`config.mk`:
```
export PLATFORM = sky130hd
export DESIGN_NAME = muldiv_iter_flat
export DESIGN_NICKNAME = d
export VERILOG_FILES = /design/src/rtl/muldiv_iter_if.sv /design/src/rtl/muldiv_iter.sv /design/src/flat_wrapper.sv
export SDC_FILE = /design/constraint.sdc
export NUM_CORES = 2
export LEC_CHECK = 0
export CAP_MARGIN = 40
export CORE_UTILIZATION = 30
export DETAILED_ROUTE_END_ITERATION = 6
export GPL_TIMING_DRIVEN = 0
export PLACE_DENSITY_LB_ADDON = 0.12
export SLEW_MARGIN = 25
export SYNTH_ARGS = -nofsm -noshare
export SYNTH_HDL_FRONTEND = slang
export SYNTH_SLANG_ARGS = --single-unit
```
`constraint.sdc`:
```
create_clock -name clock -period 15.6 [get_ports clock]
set_input_delay 1.56 -clock clock [delete_from_list [all_inputs] [get_ports clock]]
set_output_delay 1.56 -clock clock [all_outputs]
set_load 0.005 [all_outputs]
```
`src/rtl/muldiv_iter_if.sv`:
```
// Request/response bundle between the execute stage and the iterative multiply/divide unit.
// The master modport belongs to the issuing stage and the slave modport to muldiv_iter.
interface muldiv_iter_if #(
  parameter int DATA_WIDTH = 32
);
  logic                  op_valid;
  logic [2:0]            op;
  logic                  op_unsigned;
  logic [DATA_WIDTH-1:0] a;
  logic [DATA_WIDTH-1:0] b;
  logic                  flush;
  logic                  busy;
  logic                  done;
  logic [DATA_WIDTH-1:0] hi;
  logic [DATA_WIDTH-1:0] lo;

  modport master (
    output op_valid, op, op_unsigned, a, b, flush,
    input  busy, done, hi, lo
  );

  modport slave (
    input  op_valid, op, op_unsigned, a, b, flush,
    output busy, done, hi, lo
  );
endinterface

```
`src/rtl/muldiv_iter.sv`:
```
// Iterative multiply/divide unit with HI/LO: shift-add multiply retiring MUL_BITS per cycle,
// restoring radix-2 divide, and a final FIX cycle that applies signs and writes HI/LO.
module muldiv_iter #(
  parameter int DATA_WIDTH = 32,
  parameter int MUL_BITS   = 8,
  parameter int CNT_WIDTH  = 6
) (
  input  logic          clock,
  input  logic          reset,
  muldiv_iter_if.slave  bus
);
  localparam int W = DATA_WIDTH;
  localparam logic [CNT_WIDTH-1:0] MUL_LAST = CNT_WIDTH'(DATA_WIDTH / MUL_BITS - 1);
  localparam logic [CNT_WIDTH-1:0] DIV_LAST = CNT_WIDTH'(DATA_WIDTH - 1);

  localparam logic [2:0] OP_MUL  = 3'd0;
  localparam logic [2:0] OP_MADD = 3'd1;
  localparam logic [2:0] OP_DIV  = 3'd2;
  localparam logic [2:0] OP_MTHI = 3'd3;
  localparam logic [2:0] OP_MTLO = 3'd4;

  typedef enum logic [1:0] {IDLE, MUL, DIV, FIX} state_t;

  state_t               state, state_next;
  logic [CNT_WIDTH-1:0] cnt;
  logic [2*W-1:0]       mcand_sh;
  logic [W-1:0]         mplier;
  logic [2*W-1:0]       partial;
  logic [W-1:0]         quo;
  logic [W-1:0]         rem;
  logic [W-1:0]         divisor;
  logic [W-1:0]         a_raw;
  logic                 res_neg;
  logic                 rem_neg;
  logic                 is_madd;
  logic                 is_div;
  logic                 done;
  logic [W-1:0]         hi;
  logic [W-1:0]         lo;

  logic                 accept;
  logic [2*W-1:0]       pp;
  logic [W:0]           trial;
  logic [2*W-1:0]       product;

  function automatic logic [W-1:0] magnitude(input logic signed [W-1:0] v, input logic uns);
    logic [W-1:0] r;
    r = v;
    if (!uns && v[W-1]) r = ~r + 1'b1;
    return r;
  endfunction

  function automatic logic [W-1:0] sign_apply(input logic [W-1:0] v, input logic neg);
    return neg ? (~v + 1'b1) : v;
  endfunction

  function automatic logic [2*W-1:0] sign_apply2(input logic [2*W-1:0] v, input logic neg);
    return neg ? (~v + 1'b1) : v;
  endfunction

  assign accept  = (state == IDLE) && bus.op_valid && !bus.flush;
  assign pp      = mcand_sh * {{(2*W-MUL_BITS){1'b0}}, mplier[MUL_BITS-1:0]};
  // Borrow out of the (W+1)-bit trial subtraction means the divisor did not fit.
  assign trial   = {rem, quo[W-1]} - {1'b0, divisor};
  assign product = sign_apply2(partial, res_neg);

  always_ff @(posedge clock or posedge reset) begin
    if (reset) state <= IDLE;
    else       state <= state_next;
  end

  always_comb begin
    state_next = state;
    if (bus.flush) begin
      state_next = IDLE;
    end else begin
      case (state)
        IDLE: begin
          if (accept && (bus.op == OP_MUL || bus.op == OP_MADD)) state_next = MUL;
          else if (accept && bus.op == OP_DIV)                   state_next = DIV;
        end
        MUL:     if (cnt == MUL_LAST) state_next = FIX;
        DIV:     if (cnt == DIV_LAST) state_next = FIX;
        FIX:     state_next = IDLE;
        default: state_next = IDLE;
      endcase
    end
  end

  always_ff @(posedge clock or posedge reset) begin
    if (reset) begin
      cnt      <= '0;
      mcand_sh <= '0;
      mplier   <= '0;
      partial  <= '0;
      quo      <= '0;
      rem      <= '0;
      divisor  <= '0;
      a_raw    <= '0;
      res_neg  <= 1'b0;
      rem_neg  <= 1'b0;
      is_madd  <= 1'b0;
      is_div   <= 1'b0;
      done     <= 1'b0;
      hi       <= '0;
      lo       <= '0;
    end else begin
      done <= 1'b0;
      if (bus.flush) begin
        cnt <= '0;
      end else begin
        case (state)
          IDLE: if (accept) begin
            cnt <= '0;
            case (bus.op)
              OP_MTHI: hi <= bus.a;
              OP_MTLO: lo <= bus.a;
              OP_MUL, OP_MADD: begin
                mcand_sh <= {{W{1'b0}}, magnitude(bus.a, bus.op_unsigned)};
                mplier   <= magnitude(bus.b, bus.op_unsigned);
                partial  <= '0;
                res_neg  <= !bus.op_unsigned && (bus.a[W-1] ^ bus.b[W-1]);
                is_madd  <= (bus.op == OP_MADD);
                is_div   <= 1'b0;
              end
              OP_DIV: begin
                quo     <= magnitude(bus.a, bus.op_unsigned);
                divisor <= magnitude(bus.b, bus.op_unsigned);
                rem     <= '0;
                a_raw   <= bus.a;
                res_neg <= !bus.op_unsigned && (bus.a[W-1] ^ bus.b[W-1]);
                rem_neg <= !bus.op_unsigned && bus.a[W-1];
                is_div  <= 1'b1;
              end
              default: ;
            endcase
          end
          MUL: begin
            partial  <= partial + pp;
            mcand_sh <= mcand_sh << MUL_BITS;
            mplier   <= mplier >> MUL_BITS;
            cnt      <= cnt + 1'b1;
          end
          DIV: begin
            if (!trial[W]) begin
              rem <= trial[W-1:0];
              quo <= {quo[W-2:0], 1'b1};
            end else begin
              rem <= {rem[W-2:0], quo[W-1]};
              quo <= {quo[W-2:0], 1'b0};
            end
            cnt <= cnt + 1'b1;
          end
          FIX: begin
            done <= 1'b1;
            if (is_div) begin
              // Divide by zero leaves the raw dividend in HI and all ones in LO.
              if (divisor == '0) begin
                hi <= a_raw;
                lo <= '1;
              end else begin
                lo <= sign_apply(quo, res_neg);
                hi <= sign_apply(rem, rem_neg);
              end
            end else if (is_madd) begin
              {hi, lo} <= {hi, lo} + product;
            end else begin
              {hi, lo} <= product;
            end
          end
          default: ;
        endcase
      end
    end
  end

  assign bus.busy = (state != IDLE);
  assign bus.done = done;
  assign bus.hi   = hi;
  assign bus.lo   = lo;
endmodule

```
`src/flat_wrapper.sv`:
```
// flat-port wrapper written by rule: the top's interface ports become plain ports
module muldiv_iter_flat 
#(
  parameter int DATA_WIDTH = 32,
  parameter int MUL_BITS   = 8,
  parameter int CNT_WIDTH  = 6
)
  (clock, reset, bus_op_valid, bus_op, bus_op_unsigned, bus_a, bus_b, bus_flush, bus_busy, bus_done, bus_hi, bus_lo);
  muldiv_iter_if #(.DATA_WIDTH(DATA_WIDTH)) bus_i ();
  input  logic clock;
  input  logic reset;
  input wire logic [$bits(bus_i.op_valid)-1:0] bus_op_valid;
  input wire logic [$bits(bus_i.op)-1:0] bus_op;
  input wire logic [$bits(bus_i.op_unsigned)-1:0] bus_op_unsigned;
  input wire logic [$bits(bus_i.a)-1:0] bus_a;
  input wire logic [$bits(bus_i.b)-1:0] bus_b;
  input wire logic [$bits(bus_i.flush)-1:0] bus_flush;
  output wire logic [$bits(bus_i.busy)-1:0] bus_busy;
  output wire logic [$bits(bus_i.done)-1:0] bus_done;
  output wire logic [$bits(bus_i.hi)-1:0] bus_hi;
  output wire logic [$bits(bus_i.lo)-1:0] bus_lo;
  assign bus_i.op_valid = bus_op_valid;
  assign bus_i.op = bus_op;
  assign bus_i.op_unsigned = bus_op_unsigned;
  assign bus_i.a = bus_a;
  assign bus_i.b = bus_b;
  assign bus_i.flush = bus_flush;
  assign bus_busy = bus_i.busy;
  assign bus_done = bus_i.done;
  assign bus_hi = bus_i.hi;
  assign bus_lo = bus_i.lo;
  muldiv_iter #(.DATA_WIDTH(DATA_WIDTH), .MUL_BITS(MUL_BITS), .CNT_WIDTH(CNT_WIDTH)) u_core (.clock(clock), .reset(reset), .bus(bus_i));
endmodule
```
==> results.py <==
metrics = {
    "clock_tree": {
        "clkTransAtPathRegs_ns": 0.06,
        "cts_buffers": 52,
        "post_cts_buffers": 0,
        "clock_latency_ns": 0.69,
        "clk_path_buf_depth": 3,
        "cts.htree.levels": 2,
        "clkSinkCount": 365,
        "cts_tree": "built",
        "cts_root_buf": "clkbuf_16",
        "cts_resized": 0,
        "ctsHoldBuffers": 0,
    },
    "final_layout": {
        "mostFrequentLayoutCells": "nand2_1 (631), inv_1 (585), fa_1 (412)",
        "nets": 5991,
        "utilization": 0.347,
        "drive_above_1_share": 0.0393,
        "area_delta_synth_final_pct": 14.5,
        "final_common_cell": "nand2_1",
    },
    "global_routing": {
        "met3_usage": 0.0264,
        "grt_pass1_wl_mm": 268,
        "first_global_vias": 38800,
        "grt_max_degree": 89,
        "use_met2": 0.425,
        "top_usage_layer": "met2",
        "use_met1": 0.344,
        "track_usage": 0.255,
        "antenna_found_initial": 4,
        "overflow": 0,
    },
    "detailed_routing": {
        "ant_nets": 0,
        "drt_iter0_markers": 3193,
        "vias": 38400,
        "wire_per_inst_um": 25.2,
        "routed_wirelength_mm": 182,
        "firstDrtPassIters": 6,
        "avgViaCountPerCell": 5.30,
        "drc": 0,
    },
    "worst_hold_path": {
        "hold_path_end": "u_core.mplier[8]$_DFFE_PP0P_",
        "whs_path_depth": 1,
        "hold_path_class": "flip-flop to flip-flop",
        "worstHoldStart": "u_core.mplier[8]$_DFFE_PP0P_",
    },
    "synthesis": {
        "synth_fp_nets": 5761,
        "syn_area_sq_mm": 0.0422,
        "avgSynthCellArea_sq_um": 8.29,
        "ys.flop_type": "dfrtp_1",
        "seq_area_frac_synth": 0.216,
        "synth.distinct_cells": 81,
        "syn_inst": 5098,
        "yosysWarningCount": 0,
        "async_flop_share": 1.00,
        "synth_seq_cells": 365,
        "synth_edf_count": 0,
    },
    "timing": {
        "final_hold_viol_count": 0,
        "final_max_slew_viol_count": 0,
        "maxSlewHeadroom": 0.390,
        "rsz0062_at_grt": "no",
        "tightest_slew_ns": 0.912,
        "final.period_utilization": 0.548,
        "finalWorstPathRequiredPeriod_ns": 8.55,
        "whs_ns": 0.477,
        "max_freq_ghz": 0.117,
        "fin_skew_ns": 0.0566,
        "finalSetupViolations": 0,
    },
    "worst_setup_path": {
        "worst_setup_path_end_kind": "flip-flop",
        "path_max_fanout": 10,
        "cp.required_ns": 16.11,
        "reg2reg_depth": 23,
        "r2r-start": "u_core.mplier[5]$_DFFE_PP0P_",
        "path_class": "flip-flop to flip-flop",
        "timing.rr.end": "u_core.partial[37]$_DFFE_PP0P_",
        "ff2ff_setup_slack_ns": 7.05,
        "critical_path_arrival_ns": 9.06,
        "start_kind": "flip-flop",
    },
    "die": {
        "die_h_um": 377,
        "die-area_sq_mm": 0.142,
        "ios": 138,
        "core_area_sq_mm": 0.140,
        "num_rows": 137,
        "dieWidth_um": 377,
        "start_util": 0.303,
    },
    "placed_design": {
        "gp_routability_congestion": 0.968,
        "dpl.hpwl_mm": 149,
        "port_buffers": 136,
    },
    "flow_run": {
        "cap_violations": 0,
    },
    "outcome": {
        "status": "complete, no violations",
    },
}
## metal layers
layer / vias up / part of all wire / wire length [um]
li1: 17500 / - / -
met1: 19400 / 0.44 / 81100
met2: 1186 / 0.47 / 85200
met3: 282 / 0.051 / 9280
met4: 0 / 0.038 / 6940
met5: - / 0 / 0
## worst max-delay path: stages, from the launching register on
cell and delay (ns):
dfrtp_1 0.80, clkbuf_1 0.65, clkbuf_1 0.55, nand2_1 0.15
fa_1 0.50, fa_1 0.56, inv_1 0.07, fa_1 0.53
inv_1 0.06, fa_1 0.53, inv_1 0.04, ha_1 0.33
o21ai_0 0.10, o21bai_1 0.12, a2111oi_1 0.87, o21ai_0 0.40
buf_2 0.26, a21oi_1 0.40, o21bai_1 0.33, a221oi_1 0.54
o21bai_1 0.11, a21oi_1 0.19, xor2_1 0.21, o21ai_0 0.09
## how the worst max path moves through the flow
stage                     cells after the start                        endpoint                         start  slack [ns]
final                                        23  u_core.partial[37]$_DFFE_PP0P_  u_core.mplier[5]$_DFFE_PP0P_        7.05
after global routing                         23  u_core.partial[37]$_DFFE_PP0P_  u_core.mplier[5]$_DFFE_PP0P_        6.72
after CTS                                    23  u_core.partial[37]$_DFFE_PP0P_  u_core.mplier[5]$_DFFE_PP0P_        7.09
after detailed placement                     23  u_core.partial[37]$_DFFE_PP0P_  u_core.mplier[5]$_DFFE_PP0P_        7.17
after global placement                        2   u_core.bus.lo[30]$_DFFE_PP0P_                         reset       -2.92
after floorplan                               1     u_core.a_raw[0]$_DFFE_PP0P_                         reset        3.91
## registers in the layout, indices dropped and copies added (netlist names)
name / flops
u_core.mcand_sh: 64
u_core.partial: 64
u_core.a_raw: 32
u_core.bus.hi: 32
u_core.bus.lo: 32
u_core.divisor: 32
u_core.mplier: 32
u_core.quo: 32
u_core.rem: 32
u_core.cnt: 6
u_core.state: 2
u_core.bus.done: 1
u_core.is_div: 1
u_core.is_madd: 1
u_core.rem_neg: 1
u_core.res_neg: 1
## synth_stat cells (150+ instances only)
master | n | area (sq um)
and2_1 | 347 | 2170
o21ai_0 | 311 | 1560
xnor2_1 | 207 | 1810
dfrtp_1 | 365 | 9130
inv_1 | 586 | 2200
nor2_1 | 277 | 1040
nand3_1 | 150 | 751
fa_1 | 412 | 8250
a21oi_1 | 279 | 1400
ha_1 | 179 | 2240
nand2_1 | 631 | 2370
clkbuf_1 | 273 | 1020
## kinds of logic (layout without fill, tap and decap cells)
| logic type | Yosys count | after routing | share of synthesized area |
|---|---|---|---|
| and+or+nand+nor | 1680 | 1680 | 0.192 |
| AOI/OAI and AO/OA | 1163 | 1163 | 0.178 |
| buffers and inverters | 905 | 1177 | 0.0807 |
| adders and majority gates | 591 | 591 | 0.248 |
| DFF | 365 | 365 | 0.216 |
| xor gates and xnor gates | 330 | 330 | 0.0684 |
| muxes | 64 | 64 | 0.0164 |
| other | 0 | 1 | 0 |
## through the flow
stage | std cells | worst slack, ns | cell area, sq um | setup TNS (ns)
after floorplan | 5098 | 3.91 | 42200 | 0
after global placement | 7110 | -2.92 | 45900 | -1036.43
after detailed placement | 7150 | 7.17 | 46500 | 0
after CTS | 7246 | 7.09 | 48400 | 0
after global routing | 7246 | 6.72 | 48400 | 0
final | 7247 | 7.05 | 48400 | 0
## layout make-up
type	instances	area, sq um
diodes	1	2.50
plain buffers	316	1200
clock buffers	74	1480
clock inverters	22	394
fillers	14800	91200
inverters	589	2220
multi-input cells	3828	29700
flip-flops and latches	365	9130
well taps	1876	2350
repair buffers	176	1870
Power is left out: the tool's default activity adds up to more than one toggle a clock period on the data nets, which glitch-free logic cannot reach.
